[src/rtl/gtx_frame_rx_if.sv]
// rtl/gtx_frame_rx_if.sv - GTX RX word stream in, framed payload and link status out
interface gtx_frame_rx_if #(
    parameter int DATA_WIDTH = 2
);
    logic [1:0]            ctrl_i;
    logic [15:0]           data_i;
    logic [DATA_WIDTH-1:0] data_o;
    logic                  valid_o;
    logic                  locked_o;
    logic [15:0]           err_cnt_o;

    modport master (
        output ctrl_i, data_i,
        input  data_o, valid_o, locked_o, err_cnt_o
    );

    modport slave (
        input  ctrl_i, data_i,
        output data_o, valid_o, locked_o, err_cnt_o
    );
endinterface

[src/rtl/gtx_frame_rx.sv]
// rtl/gtx_frame_rx.sv - framed, checksummed GTX RX link receiver with lock hysteresis
module gtx_frame_rx #(
    parameter int                    DATA_WIDTH = 2,
    parameter int                    LOCK_CNT   = 4,
    parameter int                    UNLOCK_CNT = 3,
    parameter int                    TIMEOUT    = 1024,
    parameter logic [DATA_WIDTH-1:0] DEFAULT    = '0
) (
    input logic          clk_i,
    input logic          rst_n_i,
    gtx_frame_rx_if.slave rx
);
    localparam int WORDS = (DATA_WIDTH + 15) / 16;
    localparam int IW    = (WORDS > 1) ? $clog2(WORDS) : 1;
    localparam int TW    = $clog2(TIMEOUT + 1);

    typedef enum logic [1:0] {S_HUNT, S_DATA, S_CSUM} state_t;

    state_t                r_state, w_state_nxt;
    logic                  w_sof, w_ctrl_data, w_last_word, w_store;
    logic                  w_frame_good, w_frame_bad, w_frame_end, w_timeout, w_seq_err;
    logic [IW-1:0]         r_idx;
    logic [15:0]           r_sum;
    logic [7:0]            r_seq, r_prev_seq;
    logic [7:0]            r_good_cnt, r_bad_cnt, w_good_nxt, w_bad_nxt;
    logic [TW-1:0]         r_timer;
    logic                  r_locked, w_locked_nxt;
    logic [DATA_WIDTH-1:0] w_payload, r_data;
    logic                  r_valid;
    logic [15:0]           r_err_cnt;

    assign w_sof       = (rx.ctrl_i == 2'b01) && (rx.data_i[7:0] == 8'h3C);
    assign w_ctrl_data = (rx.ctrl_i == 2'b00);
    assign w_last_word = (r_idx == IW'(WORDS - 1));
    assign w_store     = (r_state == S_DATA) && w_ctrl_data;
    assign w_frame_end = w_frame_good || w_frame_bad;

    always_ff @(posedge clk_i or negedge rst_n_i) begin
        if (!rst_n_i) r_state <= S_HUNT;
        else          r_state <= w_state_nxt;
    end

    // A K-word inside a frame aborts it; an SOF among them immediately opens the next frame.
    always_comb begin
        w_state_nxt  = r_state;
        w_frame_good = 1'b0;
        w_frame_bad  = 1'b0;
        case (r_state)
            S_HUNT: if (w_sof) w_state_nxt = S_DATA;
            S_DATA: begin
                if (!w_ctrl_data) begin
                    w_frame_bad = 1'b1;
                    w_state_nxt = w_sof ? S_DATA : S_HUNT;
                end else if (w_last_word) begin
                    w_state_nxt = S_CSUM;
                end
            end
            S_CSUM: begin
                w_state_nxt = S_HUNT;
                if (w_ctrl_data && (rx.data_i == r_sum)) begin
                    w_frame_good = 1'b1;
                end else begin
                    w_frame_bad = 1'b1;
                    if (w_sof) w_state_nxt = S_DATA;
                end
            end
            default: w_state_nxt = S_HUNT;
        endcase
    end

    always_ff @(posedge clk_i or negedge rst_n_i) begin
        if (!rst_n_i) begin
            r_seq <= '0;
            r_sum <= '0;
            r_idx <= '0;
        end else if (w_sof) begin
            r_seq <= rx.data_i[15:8];
            r_sum <= '0;
            r_idx <= '0;
        end else if (w_store) begin
            r_sum <= r_sum + rx.data_i;
            r_idx <= w_last_word ? '0 : r_idx + IW'(1);
        end
    end

    // Only the payload bits that reach data_o are stored; upper bits of the last word are just summed.
    for (genvar i = 0; i < WORDS; i++) begin : g_word
        localparam int BW = ((DATA_WIDTH - 16 * i) > 16) ? 16 : (DATA_WIDTH - 16 * i);
        logic [BW-1:0] r_w;
        always_ff @(posedge clk_i or negedge rst_n_i) begin
            if (!rst_n_i)                          r_w <= '0;
            else if (w_store && r_idx == IW'(i))   r_w <= rx.data_i[BW-1:0];
        end
        assign w_payload[16*i +: BW] = r_w;
    end

    assign w_timeout = !w_frame_end && (r_timer == TW'(TIMEOUT - 1));
    assign w_seq_err = w_frame_good && r_locked && (r_seq != r_prev_seq + 8'd1);

    always_comb begin
        w_good_nxt   = r_good_cnt;
        w_bad_nxt    = r_bad_cnt;
        w_locked_nxt = r_locked;
        if (w_frame_good) begin
            w_good_nxt = (r_good_cnt == 8'(LOCK_CNT)) ? r_good_cnt : r_good_cnt + 8'd1;
            w_bad_nxt  = '0;
            if (w_good_nxt == 8'(LOCK_CNT)) w_locked_nxt = 1'b1;
        end else if (w_frame_bad) begin
            w_bad_nxt  = (r_bad_cnt == 8'(UNLOCK_CNT)) ? r_bad_cnt : r_bad_cnt + 8'd1;
            w_good_nxt = '0;
            if (w_bad_nxt == 8'(UNLOCK_CNT)) w_locked_nxt = 1'b0;
        end else if (w_timeout) begin
            w_good_nxt   = '0;
            w_bad_nxt    = '0;
            w_locked_nxt = 1'b0;
        end
    end

    always_ff @(posedge clk_i or negedge rst_n_i) begin
        if (!rst_n_i) begin
            r_good_cnt <= '0;
            r_bad_cnt  <= '0;
            r_locked   <= 1'b0;
            r_timer    <= '0;
            r_prev_seq <= '0;
            r_err_cnt  <= '0;
            r_data     <= DEFAULT;
            r_valid    <= 1'b0;
        end else begin
            r_good_cnt <= w_good_nxt;
            r_bad_cnt  <= w_bad_nxt;
            r_locked   <= w_locked_nxt;
            r_valid    <= 1'b0;
            if (w_frame_end)                    r_timer <= '0;
            else if (r_timer != TW'(TIMEOUT))   r_timer <= r_timer + TW'(1);
            if (w_frame_good)                   r_prev_seq <= r_seq;
            if ((w_frame_bad || w_seq_err) && r_err_cnt != 16'hFFFF)
                r_err_cnt <= r_err_cnt + 16'd1;
            if (w_frame_good && w_locked_nxt) begin
                r_data  <= w_payload;
                r_valid <= 1'b1;
            end else if (!w_locked_nxt) begin
                r_data <= DEFAULT;
            end
        end
    end

    assign rx.data_o    = r_data;
    assign rx.valid_o   = r_valid;
    assign rx.locked_o  = r_locked;
    assign rx.err_cnt_o = r_err_cnt;
endmodule
[src/flat_wrapper.sv]
// flat-port wrapper written by rule: the top's interface ports become plain ports
module gtx_frame_rx_flat 
#(
    parameter int                    DATA_WIDTH = 2,
    parameter int                    LOCK_CNT   = 4,
    parameter int                    UNLOCK_CNT = 3,
    parameter int                    TIMEOUT    = 1024,
    parameter logic [DATA_WIDTH-1:0] DEFAULT    = '0
)
  (clk_i, rst_n_i, rx_ctrl_i, rx_data_i, rx_data_o, rx_valid_o, rx_locked_o, rx_err_cnt_o);
  gtx_frame_rx_if #(.DATA_WIDTH(DATA_WIDTH)) rx_i ();
  input logic clk_i;
  input logic rst_n_i;
  input wire logic [$bits(rx_i.ctrl_i)-1:0] rx_ctrl_i;
  input wire logic [$bits(rx_i.data_i)-1:0] rx_data_i;
  output wire logic [$bits(rx_i.data_o)-1:0] rx_data_o;
  output wire logic [$bits(rx_i.valid_o)-1:0] rx_valid_o;
  output wire logic [$bits(rx_i.locked_o)-1:0] rx_locked_o;
  output wire logic [$bits(rx_i.err_cnt_o)-1:0] rx_err_cnt_o;
  assign rx_i.ctrl_i = rx_ctrl_i;
  assign rx_i.data_i = rx_data_i;
  assign rx_data_o = rx_i.data_o;
  assign rx_valid_o = rx_i.valid_o;
  assign rx_locked_o = rx_i.locked_o;
  assign rx_err_cnt_o = rx_i.err_cnt_o;
  gtx_frame_rx #(.DATA_WIDTH(DATA_WIDTH), .LOCK_CNT(LOCK_CNT), .UNLOCK_CNT(UNLOCK_CNT), .TIMEOUT(TIMEOUT), .DEFAULT(DEFAULT)) u_core (.clk_i(clk_i), .rst_n_i(rst_n_i), .rx(rx_i));
endmodule
[config.mk]
export PLATFORM = sky130hd
export DESIGN_NAME = gtx_frame_rx_flat
export DESIGN_NICKNAME = d
export VERILOG_FILES = /design/src/rtl/gtx_frame_rx_if.sv /design/src/rtl/gtx_frame_rx.sv /design/src/flat_wrapper.sv
export SDC_FILE = /design/constraint.sdc
export NUM_CORES = 1
export LEC_CHECK = 0
export ABC_AREA = 1
export CAP_MARGIN = 10
export CORE_MARGIN = 3
export CORE_UTILIZATION = 35
export CTS_CLUSTER_SIZE = 40
export DETAILED_ROUTE_END_ITERATION = 16
export GPL_ROUTABILITY_DRIVEN = 0
export PLACE_DENSITY_LB_ADDON = 0.05
export SLEW_MARGIN = 15
export SYNTH_ARGS = -nofsm -noshare
export SYNTH_HDL_FRONTEND = slang
export SYNTH_SLANG_ARGS = --single-unit
[constraint.sdc]
create_clock -name clk_i -period 1.73 [get_ports clk_i]
set_input_delay 0.2595 -clock clk_i [delete_from_list [all_inputs] [get_ports clk_i]]
set_output_delay 0.2595 -clock clk_i [all_outputs]
set_load 0.01 [all_outputs]
Word-level counts from Yosys, hierarchy flattened --
Cells that the tools add are included.
Cells by class: mux-type cells 33, reduce and logical (&&, ||, !) cells 18, bitwise logic cells 1, $add $sub $neg 7, equality and inequality tests 16
Operators by type and width (number):
- 8-bit 2-to-1 mux | 7
- 16-bit 2-to-1 mux | 2
- 8-bit by 1-bit adder with 8-bit output, second input constant | 3
- 11-bit 2-to-1 mux | 2
- 16-bit by 1-bit adder with 16-bit output, second input constant | 1
- 16-bit adder | 1
- 16-bit equality test | 1
- 8-bit by 2-bit equality test with 1-bit output, second input constant | 2
- 8-bit by 3-bit equality test with 1-bit output, second input constant | 2
- 16-bit != test, second input constant | 1
- 1-bit 2-to-1 mux | 14
- 2-bit 2-to-1 mux | 6
- 11-bit by 1-bit adder with 11-bit output, second input constant | 1
- 11-bit by 10-bit equality test with 1-bit output, second input constant | 1
- 11-bit != test, second input constant | 1
- 1-bit logical AND | 9
- 8-bit by 6-bit equality test with 1-bit output, second input constant | 1
- 8-bit != test | 1
- 2-bit case mux with 3 select lines | 1
- 2-bit by 1-bit equality test with 1-bit output, second input constant | 2
- 2-bit logical NOT | 2
- 2-bit nonzero test | 2
- 3-bit != test, second input constant | 1
- 3-bit nonzero test | 1
- 9 further kinds | 10
Word-level totals: register bits 84, logic and storage cells 88, input port bits 20

Logic depth before layout (Yosys ltp) --
Gate-level depths: netlist (run 1).
word-level depth 12, gate-level depth with buffers 15, depth with buffers taken out 13

Least setup slack after synthesis (run 1) --
No wires, ideal clock.
kind register to register, start reg u_core.r_sum[9], end reg u_core.r_err_cnt[6] (netlist: u_core.rx.err_cnt_o[6]), cell stages (with the launch flop) 13, data required time 1.613 ns, path buffers 1, path slack -0.177 ns, data arrival time 1.790 ns, cells stage by stage dfrtp_1 > ha_1 > nor2_1 > nand2_1 > nor2_1 > nand4_2 > nor2_1 > nand2_1 > nand2_4 > nand2_8 > buf_12 > nand2_1 > nand2_1
Between the ends: longest elaborated chain between the ends 8, elaborated cells on any way between the ends 10
Ends and longest elaborated chain:
- from (decl) | RTL line gtx_frame_rx.sv:23 | logic [15:0] r_sum;
- from (signal assigned) | RTL line gtx_frame_rx.sv:81 | r_sum <= r_sum + rx.data_i;
- 16-bit equality test (*) | RTL line gtx_frame_rx.sv:60 | if (w_ctrl_data && (rx.data_i == r_sum)) begin
- 1-bit logical AND (*) | RTL line gtx_frame_rx.sv:60
- 1-bit 2-to-1 mux | RTL line gtx_frame_rx.sv:60
- 1-bit 2-to-1 mux | RTL line gtx_frame_rx.sv:48 | case (r_state)
- 1-bit logical AND (2 in a row) | RTL line gtx_frame_rx.sv:98 | assign w_seq_err = w_frame_good && r_locked && (r_seq != r_prev_seq + 8'd1);
- 1-bit logical OR (*) | RTL line gtx_frame_rx.sv:137 | if ((w_frame_bad || w_seq_err) && r_err_cnt != 16'hFFFF)
- 1-bit logical AND (*) | RTL line gtx_frame_rx.sv:137
- to (signal assigned) | RTL line gtx_frame_rx.sv:138 | r_err_cnt <= r_err_cnt + 16'd1;
- to (decl) | RTL line gtx_frame_rx.sv:30 | logic [15:0] r_err_cnt;
Every way passes the cells marked *; elsewhere a longest branch is shown, timed or not. A chain may end at the register's enable or synchronous reset.

Final worst setup path (run 1) --
start reg u_core.r_sum[2], end reg u_core.r_err_cnt[6] (netlist: u_core.rx.err_cnt_o[6])
The elaborated chain is that of the path after synthesis.

==> results of run 1 <==
## metrics by stage
stage	TNS [ps]	area (um^2)	power, mW	worst slack (ps)
2_1_floorplan	-1360	5420	3.62	-109
3_3_place_gp	-36240	6730	4.32	-649
3_5_place_dp	-37360	6730	4.36	-674
4_1_cts	-4570	7430	6.55	-131
5_1_grt	-11480	7990	7.35	-263
6_report	-5440	7990	6.85	-165
## layout by cell type, fill, tap and decap left out, types with 4 or more instances in the layout
cell type / instances
xnor2_1: 10
nand3b_1: 5
nand2_8: 5
nand3_1: 40
o21ai_0: 21
nand2_2: 28
nand4_1: 14
clkbuf_16: 10
buf_6: 12
a21oi_1: 16
ha_1: 7
nor3_4: 4
nand2_1: 187
nor3_1: 5
xor2_1: 20
ha_4: 16
o22ai_2: 10
clkdlybuf4s50_1: 25
dfrtp_1: 81
buf_4: 96
nand3_4: 4
nor2_4: 10
inv_1: 70
buf_8: 4
dlygate4sd2_1: 12
inv_2: 4
nor3_2: 6
nor2_2: 8
a21oi_4: 4
nor2_1: 43
o21ai_2: 7
nand2_4: 9
o21ai_1: 12
a21oi_2: 7
buf_12: 4
nand3_2: 13
## power breakdown
group,total [mW],switching [mW],internal (mW)
Sequential,2.41,0.226,2.19
Clock,1.98,0.788,1.19
Combinational,2.46,1.28,1.17
## flip-flops by register name (all words and copies together), names as in the netlist
| register | cells |
|---|---|
| u_core.r_seq | 8 |
| u_core.rx.locked_o | 1 |
| u_core.rx.data_o | 2 |
| u_core.r_timer | 11 |
| u_core.r_state | 2 |
| u_core.g_word.r_w | 2 |
| u_core.r_bad_cnt | 8 |
| u_core.r_prev_seq | 8 |
| u_core.r_good_cnt | 8 |
| u_core.r_sum | 16 |
| u_core.rx.valid_o | 1 |
| u_core.rx.err_cnt_o | 16 |
## worst min-delay path, cell delays in order
cell and delay [ps]:
dlygate4sd2_1 260, nand2_1 80, nand2_1 50
## cell families (layout without fill, tap and decap cells)
kind of cell               after synthesis  in the layout
AOI/OAI and AO/OA                       88             88
xor gates and xnor gates                30             30
adders and majority gates               27             27
buffers and inverters                   89            247
DFF                                     83             83
muxes                                    1              1
and+or+nand+nor                        391            393
## final cells by class
cell class,instances,area [um^2]
Sequential cell,83,2080
Multi-Input combinational cell,539,3690
Tap cell,184,230
Clock buffer,13,260
Fill cell,1364,6600
Inverter,76,288
Clock inverter,2,35.0
Timing Repair Buffer,156,1400
## worst paths after layout
path	start	to	slack [ps]
setup / recovery	u_core.r_sum[2]$_DFFE_PN0P_	u_core.rx.err_cnt_o[6]$_DFFE_PN0P_	-160
hold / removal	rx_data_i[13]	u_core.r_seq[5]$_DFFE_PN0P_	340
min in group asynchronous	rst_n_i	u_core.r_timer[2]$_DFFE_PN0P_	360
setup reg to reg	u_core.r_sum[2]$_DFFE_PN0P_	u_core.rx.err_cnt_o[6]$_DFFE_PN0P_	-160
hold reg to reg	u_core.g_word[0].r_w[1]$_DFFE_PN0P_	u_core.rx.data_o[1]$_DFFE_PN0P_	480
max in group asynchronous	rst_n_i	u_core.r_seq[7]$_DFFE_PN0P_	770
## layer usage
metal  up-vias  GRT usage  part of all wire
li1       2628          -                 -
met3        12     0.0440             0.029
met4         0     0.0556             0.010
met2        57      0.296              0.51
met1      2458      0.221              0.45
met5         -          0                 0
## repair_timing
action	in CTS	in global routing
gates cloned	1	2
resized for setup	98	112
buffers inserted	10	9
setup endpoints to repair	62	64
hold endpoints to repair	20	0
pin swaps	26	57
hold buffers	1	0
==> metrics.yaml, run 1 <==
synthesis:
  synth_common_cells: "219 x nand2_1, 83 x dfrtp_1, 75 x inv_1"
  synth_area_um2: 5240
  synth_cells: 709
  yosysTopAreaCellShare: 0.397
  ys_types: 41
  synthAdderAreaFrac: 0.0659
  yosysSeqAreaShare: 0.397
  synth-compound-area-share: 0.0915
  synthXorXnorAreaFrac: 0.0502
  synth_edf_count: 0
  synthFlopType: "dfrtp_1"
  synth_largest_area_cell: "dfrtp_1"
  synthMostInstantiatedCell: "nand2_1"
  syn-mean-instance-area_um2: 7.39
  synth-simple-area-share: 0.323
  ys_ff_latch: 83
  synth_nets: 756
  synthTopCellsByArea: "dfrtp_1 40%, nand2_1 16%, ha_1 6.2%, nand3_1 5.4%, inv_1 5.4%"
  synthMuxAreaShare: 0.00191
  synth_top_family_by_area: "simple AND/OR/NAND/NOR gates"
  synth-async-reset-ratio: 1.00
  ys.warnings.count: 0
setup_path:
  crit_chain: "ha_4 > nor2_4 > nand2_2 > nor2_4 > nand4_4 > nor2_4 > nand2_4 > nand2_8 > clkbuf_16 > nand3_1 > nand2_1"
  cpMostUsedCell: "nor2_4"
  path_depth: 11
  critPathKind: "register to register"
  cp.required_ps: 2010
  max_stage_delay_ps: 400
  cpLargestDelayFamily: "simple AND/OR/NAND/NOR gates"
  cp_max_fo: 5
  startpoint_type: "register"
  endpoint_kind: "register"
  cp.arrival_ps: 2180
  path_buf_inv: 1
  r2r_cells: 11
  cp_slowest_cell: "dfrtp_1"
drt:
  drt_pass1_iterations: 4
  drt_iter0_markers: 221
  wl_um: 14400
  drc: 0
  postRouteAntennaNets: 0
  via_count: 5155
  avgRoutedWirePerCell_um: 13.7
  viasPerCell: 4.90
sta:
  fmax_ghz: 0.528
  timing.final.max_slew_violations: 0
  clock_skew_ps: 8.26
  tightest_slew_ps: 346
  setup_viol: 55
  rsz0062_at_grt: "true"
  worst_slack_ps: -165
  hold_violations: 0
  max-slew-margin-rel: 0.769
  timing.final.crit_share: 1.10
  post-route-min-period_ps: 1890
  whs_ps: 337
die:
  dieArea_um2: 16500
  die_h_um: 128
  die_w_um: 128
  coreArea_um2: 14600
  row_count: 44
  start_util: 0.359
  io_pins: 40
power_and_ir_drop:
  vdd_drop_max_mv: 0.414
  p_leak_nw: 3.86
  powerDensity_nw_per_um2: 857
clock_tree:
  clock_sinks: 83
  clock-root-buffer: "clkbuf_16"
  cts_tree: "done"
  htree_levels: 3
  clockBufferDepth: 2
  clkTransAtPathRegs_ps: 60
  cts_buffers: 9
  clk_latency_ps: 350
cells_and_area:
  layout-drive-gt1-share: 0.326
  instances_no_fill: 1053
  final_nets: 912
  antennaDiodeCount: 0
  syn2layout_area_growth_pct: 52.5
  final_core_util: 0.547
placed_design:
  io_buffers: 39
  hpwl_um: 10100
  place_inst: 1016
hold_path:
  hold_depth: 3
  min_path_type: "input port to register"
global_route:
  grt_pass1_wl_um: 23500
  grt_pass1_vias: 5103
  track_usage: 0.176
  overflow: 0
  grt_max_degree: 54
  antenna_found_initial: 0
status:
  outcome: "finished with violations"
  violations: "setup timing"
run:
  drv_cap: 0
Power figures use the tool's default switching activity.
==> run 2: changes to the inputs <==
HOLD_SLACK_MARGIN = 0.02   (was default)
==> results of run 2 <==
Same layout as run 1: the final DEF is identical, and so are final timing and power.
==> run 3: changes to the inputs <==
CORE_UTILIZATION = 53   (was 35)
TNS_END_PERCENT = 30   (was default)
==> run 3 against run 2 <==
  * The flow still finishes with violations (setup timing)
  * Combinational power shrank 14%
  * Wire length down 4.2%
  * Setup slack worse by 18 ps
  * Cell area down 8.7%
  * Critical path type unchanged
==> metrics.yaml, run 3 (synthesis gave the netlist of run 1 again) <==
setup_path:
  cp.arrival_ps: 2220  # +40 ps
  crit_chain: "ha_4 > nor2_1 > nand2_1 > nor2_4 > nand4_4 > nor2_4 > nand2_4 > nand2_8 > buf_6 > nand3_1 > nand2_1"
  cp_max_fo: 8  # +3
  path_buf_inv: 1  # unchanged
  max_stage_delay_ps: 430  # +30 ps
  startpoint_type: "register"
  endpoint_kind: "register"
  ff2ff_setup_slack_ps: -180  # -20 ps
  cp.required_ps: 2040  # +30 ps
  critPathKind: "register to register"
  cp_slowest_cell: "dfrtp_1"
  cpLargestDelayFamily: "simple AND/OR/NAND/NOR gates"
drt:
  postRouteAntennaNets: 0  # unchanged
  viasPerCell: 5.36  # +9.4%
  avgRoutedWirePerCell_um: 14.0  # +2.5%
  drc: 0  # unchanged
  drt_pass1_iterations: 5  # +1
  wl_um: 13800  # -4.2%
  drt_iter0_markers: 313  # +42%
  via_count: 5271  # +2.3%
clock_tree:
  clock-root-buffer: "clkbuf_8"
  clockBufferDepth: 2  # unchanged
  cts_buffers: 9  # unchanged
  clk_latency_ps: 370  # +20 ps
  cts_tree: "done"
  htree_levels: 3  # unchanged
  clkTransAtPathRegs_ps: 110  # +50 ps
  clock_sinks: 83  # unchanged
cells_and_area:
  layout-drive-gt1-share: 0.253  # -0.0730
  final_cell_mix: "201 x nand2_1, 90 x buf_4, 80 x dfrtp_1, 70 x inv_1, 52 x nand3_1"
  final_core_util: 0.774  # +0.227
  final_nets: 897  # -1.6%
  layout_commonest_cell: "nand2_1"
  instances_no_fill: 984  # -6.6%
  seqCellArea_um2: 2080  # about the same
  syn2layout_area_growth_pct: 39.2
  antennaDiodeCount: 0  # unchanged
  multi_input_area_um2: 3290  # -11%
  fill_cells: 683  # -50%
  fin_area_um2: 7290  # -8.7%
placed_design:
  io_buffers: 39  # unchanged
  hpwl_um: 9650  # -4.7%
  dpl_cell_area_um2: 6540  # -2.8%
  place_inst: 950  # -6.5%
status:
  violations: "setup timing"
  outcome: "finished with violations"
die:
  die_w_um: 105  # -18%
  dieArea_um2: 11100  # -33%
  row_count: 35  # -20%
  start_util: 0.556  # +0.197
  coreArea_um2: 9420  # -35%
  io_pins: 40  # unchanged
  die_h_um: 105  # -18%
global_route:
  grt_max_degree: 40  # -26%
  grt.busiest_layer: "met2"
  grtUsageMet2: 0.432  # +0.135
  grt_pass1_vias: 5073  # -0.59%
  use_met1: 0.310  # +0.0893
  grt_pass1_wl_um: 22700  # -3.6%
  antenna_found_initial: 0  # unchanged
  overflow: 0  # unchanged
  grt_use_met3: 0.0318  # -0.0122
  track_usage: 0.244  # +0.0686
sta:
  hold_violations: 0  # unchanged
  max-slew-margin-rel: 0.713  # -0.0567
  worst_slack_ps: -182  # -17.6 ps
  rsz0062_at_grt: "true"
  timing.final.crit_share: 1.11  # +0.0102
  tightest_slew_ps: 431  # +85.1 ps
  clock_skew_ps: 16.0  # +7.76 ps
  fmax_ghz: 0.523  # -0.92%
  timing.final.max_slew_violations: 0  # unchanged
  fin_tns_setup_ps: -7070  # -1630 ps
  setup_viol: 61  # +11%
  post-route-min-period_ps: 1910  # +17.6 ps
power_and_ir_drop:
  p_leak_nw: 3.72  # -3.6%
  p_total_mw: 6.01  # -12%
  powerDensity_nw_per_um2: 825  # -3.7%
  vdd_drop_max_mv: 0.435  # +5.1%
hold_path:
  min_path_type: "input port to async pin"
run:
  drv_cap: 0  # unchanged
==> run 3: cell count changes in the layout (fill, tap and decap cells not counted), moves of 8 or more <==
cell           before  now
nand2_1           187  201
nand3_1            40   52
clkbuf_16          10    0
dlygate4sd2_1      12    4
nand2_2            28   20
nand3_2            13    5
o22ai_1             0    8
o22ai_2            10    2
==> run 3: worst paths after layout <==
check | to | cells past startpoint | start
setup / recovery | u_core.rx.err_cnt_o[15]$_DFFE_PN0P_ | 11 | u_core.r_sum[1]$_DFFE_PN0P_
hold / removal | u_core.r_timer[0]$_DFFE_PN0P_ | 2 | rst_n_i
setup reg to reg | u_core.rx.err_cnt_o[15]$_DFFE_PN0P_ | 11 | u_core.r_sum[1]$_DFFE_PN0P_
hold reg to reg | u_core.rx.data_o[0]$_DFFE_PN0P_ | 2 | u_core.g_word[0].r_w[0]$_DFFE_PN0P_
max in group asynchronous | u_core.rx.err_cnt_o[0]$_DFFE_PN0P_ | 3 | rst_n_i
min in group clk_i | u_core.r_seq[5]$_DFFE_PN0P_ | 3 | rx_data_i[13]
==> run 3: worst reg2reg max path, stage by stage (launching register included) <==
cell	delay, ps
dfrtp_1	430
ha_4	240
nor2_1	100
nand2_1	110
nor2_4	150
nand4_4	160
nor2_4	170
nand2_4	80
nand2_8	140
buf_6	140
nand3_1	70
nand2_1	70
==> run 3: through the flow <==
stage / setup slack [ps] / hold WS, ps
6_report: -182 / 369
5_1_grt: -283 / 378
4_1_cts: -157 / 349
3_5_place_dp: -708 / 233
3_3_place_gp: -632 / 220
2_1_floorplan: -109 / -36.1
==> run 3: power breakdown <==
| group | total (mW) | switching, mW | internal [mW] |
|---|---|---|---|
| Clock | 1.50 | 0.804 | 0.696 |
| Combinational | 2.11 | 1.14 | 0.965 |
| Sequential | 2.41 | 0.224 | 2.18 |
| Total | 6.01 | 2.17 | 3.84 |
==> run 3: timing repair <==
| item | in CTS | in global routing |
|---|---|---|
| pin swaps | 16 | 21 |
| setup endpoints to repair | 62 | 67 |
| resized for setup | 39 | 86 |
| hold endpoints to repair | 28 | 0 |
| hold buffers | 1 | 0 |
| buffers inserted | 8 | 7 |
| gates cloned | 1 | 1 |
==> run 3: area by class of cell <==
type	count	share of cell area
Sequential cell	83	0.285
Clock inverter	7	0.0112
Tap cell	129	0.0221
Clock buffer	9	0.0170
Inverter	76	0.0409
Multi-Input combinational cell	538	0.452
Timing Repair Buffer	142	0.172
==> run 3: metal layers <==
layer,part of all wire,vias to the layer above,wire length [um]
met5,0,-,0
met4,0.019,0,256
met3,0.038,30,530
met2,0.51,155,7060
met1,0.43,2481,5930
li1,-,2605,-
